[src/rtl/lcd_frame_flush.sv]
// rtl/lcd_frame_flush.sv - streams the RGB332 framebuffer to lcd_driver as a window header plus RGB565 byte pairs
// Every byte is one lcd_start pulse held until lcd_done; pixels are fetched with a one-cycle RAM latency.
module lcd_frame_flush #(
  parameter int WIDTH  = 160,
  parameter int HEIGHT = 128,
  parameter int FB_AW  = 15
) (
  input  logic             clk,
  input  logic             rst,
  input  logic             start,
  output logic             busy,
  output logic             done,
  output logic [FB_AW-1:0] fb_raddr,
  input  logic [7:0]       fb_read_data,
  output logic [7:0]       lcd_data_in,
  output logic             lcd_data_dcx,
  output logic             lcd_start,
  input  logic             lcd_done
);

  localparam logic [3:0] S_IDLE     = 4'd0;
  localparam logic [3:0] S_HDR      = 4'd1;
  localparam logic [3:0] S_HDR_WAIT = 4'd2;
  localparam logic [3:0] S_FETCH    = 4'd3;
  localparam logic [3:0] S_RDWAIT   = 4'd4;
  localparam logic [3:0] S_LATCH    = 4'd5;
  localparam logic [3:0] S_SEND_HI  = 4'd6;
  localparam logic [3:0] S_HI_WAIT  = 4'd7;
  localparam logic [3:0] S_SEND_LO  = 4'd8;
  localparam logic [3:0] S_LO_WAIT  = 4'd9;
  localparam logic [3:0] S_FIN      = 4'd10;

  localparam logic [3:0]       LAST_HDR = 4'd10;
  localparam logic [FB_AW-1:0] LAST_PIX = FB_AW'(WIDTH * HEIGHT - 1);

  logic [3:0]       state_q, state_d;
  logic [3:0]       hdr_idx_q, hdr_idx_d;
  logic [FB_AW-1:0] pix_q, pix_d;
  logic [7:0]       pix_reg_q, pix_reg_d;
  logic             busy_q, busy_d;
  logic             done_q, done_d;
  logic             lcd_start_q, lcd_start_d;
  logic [7:0]       lcd_data_q, lcd_data_d;
  logic             lcd_dcx_q, lcd_dcx_d;
  logic [FB_AW-1:0] fb_raddr_q, fb_raddr_d;

  logic [8:0] hdr_byte;
  logic [2:0] px_r, px_g;
  logic [1:0] px_b;
  logic [7:0] hi_byte, lo_byte;

  // Header entries are {dcx, byte}: CASET, RASET over the full panel, then RAMWR.
  always_comb begin
    hdr_byte = {1'b1, 8'h00};
    case (hdr_idx_q)
      4'd0:    hdr_byte = {1'b0, 8'h2A};
      4'd4:    hdr_byte = {1'b1, 8'(WIDTH - 1)};
      4'd5:    hdr_byte = {1'b0, 8'h2B};
      4'd9:    hdr_byte = {1'b1, 8'(HEIGHT - 1)};
      4'd10:   hdr_byte = {1'b0, 8'h2C};
      default: hdr_byte = {1'b1, 8'h00};
    endcase
  end

  assign px_r    = pix_reg_q[7:5];
  assign px_g    = pix_reg_q[4:2];
  assign px_b    = pix_reg_q[1:0];
  assign hi_byte = {px_r, px_r[2:1], px_g};
  assign lo_byte = {px_g, px_b, px_b, px_b[1]};

  always_comb begin
    state_d     = state_q;
    hdr_idx_d   = hdr_idx_q;
    pix_d       = pix_q;
    pix_reg_d   = pix_reg_q;
    busy_d      = busy_q;
    done_d      = 1'b0;
    lcd_start_d = 1'b0;
    lcd_data_d  = lcd_data_q;
    lcd_dcx_d   = lcd_dcx_q;
    fb_raddr_d  = fb_raddr_q;
    case (state_q)
      S_IDLE: begin
        if (start) begin
          busy_d    = 1'b1;
          hdr_idx_d = 4'd0;
          state_d   = S_HDR;
        end
      end
      S_HDR: begin
        lcd_start_d             = 1'b1;
        {lcd_dcx_d, lcd_data_d} = hdr_byte;
        state_d                 = S_HDR_WAIT;
      end
      S_HDR_WAIT: begin
        if (lcd_done) begin
          if (hdr_idx_q == LAST_HDR) begin
            pix_d   = '0;
            state_d = S_FETCH;
          end else begin
            hdr_idx_d = hdr_idx_q + 4'd1;
            state_d   = S_HDR;
          end
        end
      end
      S_FETCH: begin
        fb_raddr_d = pix_q;
        state_d    = S_RDWAIT;
      end
      S_RDWAIT: state_d = S_LATCH;
      S_LATCH: begin
        pix_reg_d = fb_read_data;
        state_d   = S_SEND_HI;
      end
      S_SEND_HI: begin
        lcd_start_d = 1'b1;
        lcd_dcx_d   = 1'b1;
        lcd_data_d  = hi_byte;
        state_d     = S_HI_WAIT;
      end
      S_HI_WAIT: begin
        if (lcd_done) state_d = S_SEND_LO;
      end
      S_SEND_LO: begin
        lcd_start_d = 1'b1;
        lcd_dcx_d   = 1'b1;
        lcd_data_d  = lo_byte;
        state_d     = S_LO_WAIT;
      end
      S_LO_WAIT: begin
        if (lcd_done) begin
          if (pix_q == LAST_PIX) begin
            // done and busy change together while in FIN, so a start coinciding with done is dropped.
            done_d  = 1'b1;
            busy_d  = 1'b0;
            state_d = S_FIN;
          end else begin
            pix_d   = pix_q + 1'b1;
            state_d = S_FETCH;
          end
        end
      end
      S_FIN:   state_d = S_IDLE;
      default: state_d = S_IDLE;
    endcase
  end

  always_ff @(posedge clk) begin
    if (rst) begin
      state_q     <= S_IDLE;
      hdr_idx_q   <= '0;
      pix_q       <= '0;
      pix_reg_q   <= '0;
      busy_q      <= 1'b0;
      done_q      <= 1'b0;
      lcd_start_q <= 1'b0;
      lcd_data_q  <= '0;
      lcd_dcx_q   <= 1'b0;
      fb_raddr_q  <= '0;
    end else begin
      state_q     <= state_d;
      hdr_idx_q   <= hdr_idx_d;
      pix_q       <= pix_d;
      pix_reg_q   <= pix_reg_d;
      busy_q      <= busy_d;
      done_q      <= done_d;
      lcd_start_q <= lcd_start_d;
      lcd_data_q  <= lcd_data_d;
      lcd_dcx_q   <= lcd_dcx_d;
      fb_raddr_q  <= fb_raddr_d;
    end
  end

  assign busy         = busy_q;
  assign done         = done_q;
  assign fb_raddr     = fb_raddr_q;
  assign lcd_data_in  = lcd_data_q;
  assign lcd_data_dcx = lcd_dcx_q;
  assign lcd_start    = lcd_start_q;

endmodule

[config.mk]
export PLATFORM = sky130hd
export DESIGN_NAME = lcd_frame_flush
export DESIGN_NICKNAME = d
export VERILOG_FILES = /design/src/rtl/lcd_frame_flush.sv
export SDC_FILE = /design/constraint.sdc
export NUM_CORES = 1
export LEC_CHECK = 0
export ABC_AREA = 1
export CORE_AREA = 2 2 89 91
export DETAILED_ROUTE_END_ITERATION = 10
export DIE_AREA = 0 0 91 93
export MAX_ROUTING_LAYER = met4
export PLACE_DENSITY = 0.62
export SETUP_SLACK_MARGIN = 0.1
export SLEW_MARGIN = 20
export SYNTH_ARGS = -nofsm -noshare
export SYNTH_HDL_FRONTEND = slang
export SYNTH_SLANG_ARGS = --single-unit
[constraint.sdc]
create_clock -name clk -period 2.4 [get_ports clk]
set_input_delay 0.24 -clock clk [delete_from_list [all_inputs] [get_ports clk]]
set_output_delay 0.24 -clock clk [all_outputs]
set_load 0.1 [all_outputs]
==> impl_metrics.env <==
export IMPL_postSynth_asyncResetShare=0
export IMPL_min_period_over_period=0.705
export IMPL_finalNonFillerCells=574
export IMPL_post_cts_resized=0
export IMPL_grt_setup_unrepaired="no"
export IMPL_die_boundary_width_um=91
export IMPL_dr_total_vias=2864
export IMPL_cts_reportedPaths_clkPinSlew_ns=0.07
export IMPL_power_ir_vdd_worst_uv=448
export IMPL_final_antenna_net_count=0
export IMPL_cellPowerDensity_mw_per_mm2=726
export IMPL_ctsHtreeMaxLevel=3
export IMPL_kind_of_critical_path="flop to flop"
export IMPL_inserted_clock_buffers=9
export IMPL_post_cts_setup_buffers=0
export IMPL_floorplan_die_area_sq_mm=0.00846
export IMPL_synth_compound_gate_area_share=0.176
export IMPL_design_final_nets=484
export IMPL_tightest_slew_ns=0.426
export IMPL_yosys_area_top_type_share=0.398
export IMPL_final_estimated_routing_congestion_in_global_placement=0.859
export IMPL_setup_violations_final=0
export IMPL_maximum_number_of_pins_on_one_net_before_global_route_repair=38
export IMPL_globalRouteOverflowTotal=0
export IMPL_yosysUniqueCellTypes=29
export IMPL_cts_sinks=58
export IMPL_mappedNetlistNets=444
export IMPL_final_hold_violation_count=0
export IMPL_port_buffers=38
export IMPL_synthMuxAreaShare=0
export IMPL_yosysWarningCount=0
export IMPL_cts_buffer_depth=2
export IMPL_dpl_worst_slack_ns=0.636
export IMPL_layout_core_utilization=0.471
export IMPL_place_detailed_hpwl_um=5210
export IMPL_hold_buffers=0
export IMPL_max_slew_margin_rel=0.716
export IMPL_yosysSeqAreaShare=0.398
export IMPL_drt_first_pass_iters=4
export IMPL_crit_required_ns=2.63
export IMPL_synth_xor_area_frac=0.0120
export IMPL_initialDrtViolationCount=173
export IMPL_outcome="complete, no violations"
export IMPL_grt_pass1_wl_um=12500
export IMPL_netlist_top_cells_area="sky130_fd_sc_hd__dfxtp_1 (40%), sky130_fd_sc_hd__nand2_1 (12%), sky130_fd_sc_hd__nor2_1 (8.0%)"
export IMPL_tmin_final_ns=1.69
export IMPL_synth_area_per_cell_sq_um=6.84
export IMPL_slew_viol_final=0
export IMPL_worst_clock_skew_ns=0.00674
export IMPL_synth_adder_area_share=0.0214
export IMPL_setup_crit_start_kind="flop"
export IMPL_post_synth_instance_area_sq_mm=0.00292
export IMPL_floorplan_initialDensity=0.388
export IMPL_number_of_flops_mapped_to_enable_cells_by_yosys=0
export IMPL_leakagePower_nw=1.37
export IMPL_wl_um=7310
export IMPL_antenna_violations_before_repair=0
export IMPL_main_combinational_cell_family_by_area_after_synthesis="simple AND/OR/NAND/NOR gates"
export IMPL_postSynthRegisterBits=58
export IMPL_grt_pass1_vias=2734
export IMPL_drv_cap=0
export IMPL_detail_route_wl_per_cell_um=12.7
export IMPL_worst_min_path_class="flop to flop"
export IMPL_fin_tns_setup_ns=0
export IMPL_timing_critical_path_fanout_max=16
export IMPL_critical_path_arrival_ns=1.92
export IMPL_endpoint_kind="flop"
export IMPL_worstSkewPairLatency_ns=0.34
export IMPL_drt_vias_per_instance=4.99
export IMPL_ctsRootBufferMaster="sky130_fd_sc_hd__clkbuf_8"
export IMPL_die_h_um=93
export IMPL_layout_setup_ws_ns=0.709
export IMPL_number_of_drc_violations_after_detailed_routing=0
export IMPL_numPlacedInstances=558
export IMPL_postSynthCellCount=427
export IMPL_layout_cells_sized_above_1=0.148
export IMPL_synth_largest_area_cell="sky130_fd_sc_hd__dfxtp_1"
export IMPL_dominantRegCellSynth="sky130_fd_sc_hd__dfxtp_1"
export IMPL_core_area_sq_mm=0.00753
export IMPL_post_synth_simple_gate_area=0.320
export IMPL_max_freq_mhz=591
export IMPL_fp_row_count=32
export IMPL_diodes=0
export IMPL_top_level_ports=39
export IMPL_grt_util_all_layers=0.187
export IMPL_tritoncts="done"
export IMPL_layout_area_overhead_vs_synth_pct=21.4
export IMPL_fin_hold_ws_ns=0.457
-- power breakdown --
group | switching (W) | leakage [nW] | internal, W | total, W
Sequential | 0.0000322 | 0.470 | 0.00101 | 0.00104
Combinational | 0.000403 | 0.796 | 0.000127 | 0.000531
Clock | 0.000421 | 0.105 | 0.000582 | 0.00100
-- per-stage QoR --
| step | power (W) | instance area (sq um) |
|---|---|---|
| floorplan | 0.00147 | 2920 |
| global placement | 0.00159 | 3330 |
| detailed placement | 0.00159 | 3330 |
| CTS | 0.00260 | 3540 |
| global route | 0.00269 | 3540 |
| finish | 0.00257 | 3540 |
-- worst max-delay path: stages, from the launching register on --
cell	delay [ns]
sky130_fd_sc_hd__dfxtp_1	0.44
sky130_fd_sc_hd__inv_2	0.06
sky130_fd_sc_hd__nand2_2	0.09
sky130_fd_sc_hd__inv_2	0.06
sky130_fd_sc_hd__nand2_4	0.17
sky130_fd_sc_hd__clkinv_1	0.23
sky130_fd_sc_hd__nand3_4	0.22
sky130_fd_sc_hd__nand2_4	0.15
sky130_fd_sc_hd__nand2_1	0.11
sky130_fd_sc_hd__a21oi_2	0.05
-- cells in the final DEF (no fill, tap or decap), types with 2 or more instances in the layout --
master / Yosys / layout
sky130_fd_sc_hd__o22ai_1: 8 / 8
sky130_fd_sc_hd__clkdlybuf4s50_1: 0 / 11
sky130_fd_sc_hd__nor3_1: 6 / 6
sky130_fd_sc_hd__bufinv_16: 0 / 2
sky130_fd_sc_hd__nand2_2: 4 / 4
sky130_fd_sc_hd__nand4_1: 6 / 6
sky130_fd_sc_hd__ha_1: 5 / 5
sky130_fd_sc_hd__nand3b_1: 2 / 2
sky130_fd_sc_hd__inv_1: 36 / 36
sky130_fd_sc_hd__nor2_2: 4 / 4
sky130_fd_sc_hd__nand2_1: 94 / 94
sky130_fd_sc_hd__a21oi_1: 39 / 39
sky130_fd_sc_hd__nand3_1: 24 / 24
sky130_fd_sc_hd__clkbuf_8: 0 / 9
sky130_fd_sc_hd__clkinvlp_4: 0 / 2
sky130_fd_sc_hd__o21ai_0: 41 / 41
sky130_fd_sc_hd__xor2_1: 3 / 3
sky130_fd_sc_hd__inv_2: 5 / 5
sky130_fd_sc_hd__nand2_4: 2 / 2
sky130_fd_sc_hd__clkinv_2: 0 / 2
sky130_fd_sc_hd__buf_4: 0 / 30
sky130_fd_sc_hd__nor2_1: 62 / 62
sky130_fd_sc_hd__dfxtp_1: 58 / 58
sky130_fd_sc_hd__a31oi_1: 4 / 4
sky130_fd_sc_hd__a21oi_2: 2 / 2
sky130_fd_sc_hd__nor2_4: 4 / 4
-- registers in the layout, indices dropped and copies added, names as in the netlist --
name,count
pix_q,15
lcd_start,1
lcd_data_dcx,1
fb_raddr,15
done,1
pix_reg_q,8
state_q,4
lcd_data_in,8
busy,1
hdr_idx_q,4
-- kinds of logic after synthesis --
kind of cell | Yosys count
xor gates and xnor gates | 4
AOI/OAI and AO/OA | 96
DFF | 58
and+or+nand+nor | 210
adders and majority gates | 5
buffers and inverters | 54
-- area by class of cell --
| class | count | area [sq um] |
|---|---|---|
| clock buffers | 9 | 124 |
| clock inverters | 7 | 93.8 |
| fillers | 816 | 3980 |
| inverters | 42 | 158 |
| multi-input cells | 315 | 1550 |
| flip-flops and latches | 58 | 1160 |
| well taps | 102 | 128 |
| repair buffers | 41 | 335 |
-- routing by layer --
layer | part of all wire | global-route usage
met5 | 0 | -
met4 | 0.0088 | 0.0518
met1 | 0.45 | 0.211
met3 | 0.034 | 0.0572
met2 | 0.51 | 0.325
-- synthesized netlist by cell type, drive strengths merged (5+ instances only) --
master	n
ha	5
o21ai	42
nor3	6
o22ai	8
nand2	100
inv	41
nor2	70
a21oi	42
clkbuf	8
nand4	6
nand3	26
dfxtp	58
-- path summary, 6_finish.rpt --
kind	startpoint	to	slack, ns	depth (start not counted)
worst min register to register	pix_reg_q[5]	pix_reg_q[5]	0.46	2
worst max-delay path	state_q[1]	pix_q[11]	0.71	9
worst max register to register	state_q[1]	pix_q[11]	0.71	9
worst min-delay path	pix_reg_q[5]	pix_reg_q[5]	0.46	2
(Power assumes the default switching activity.)
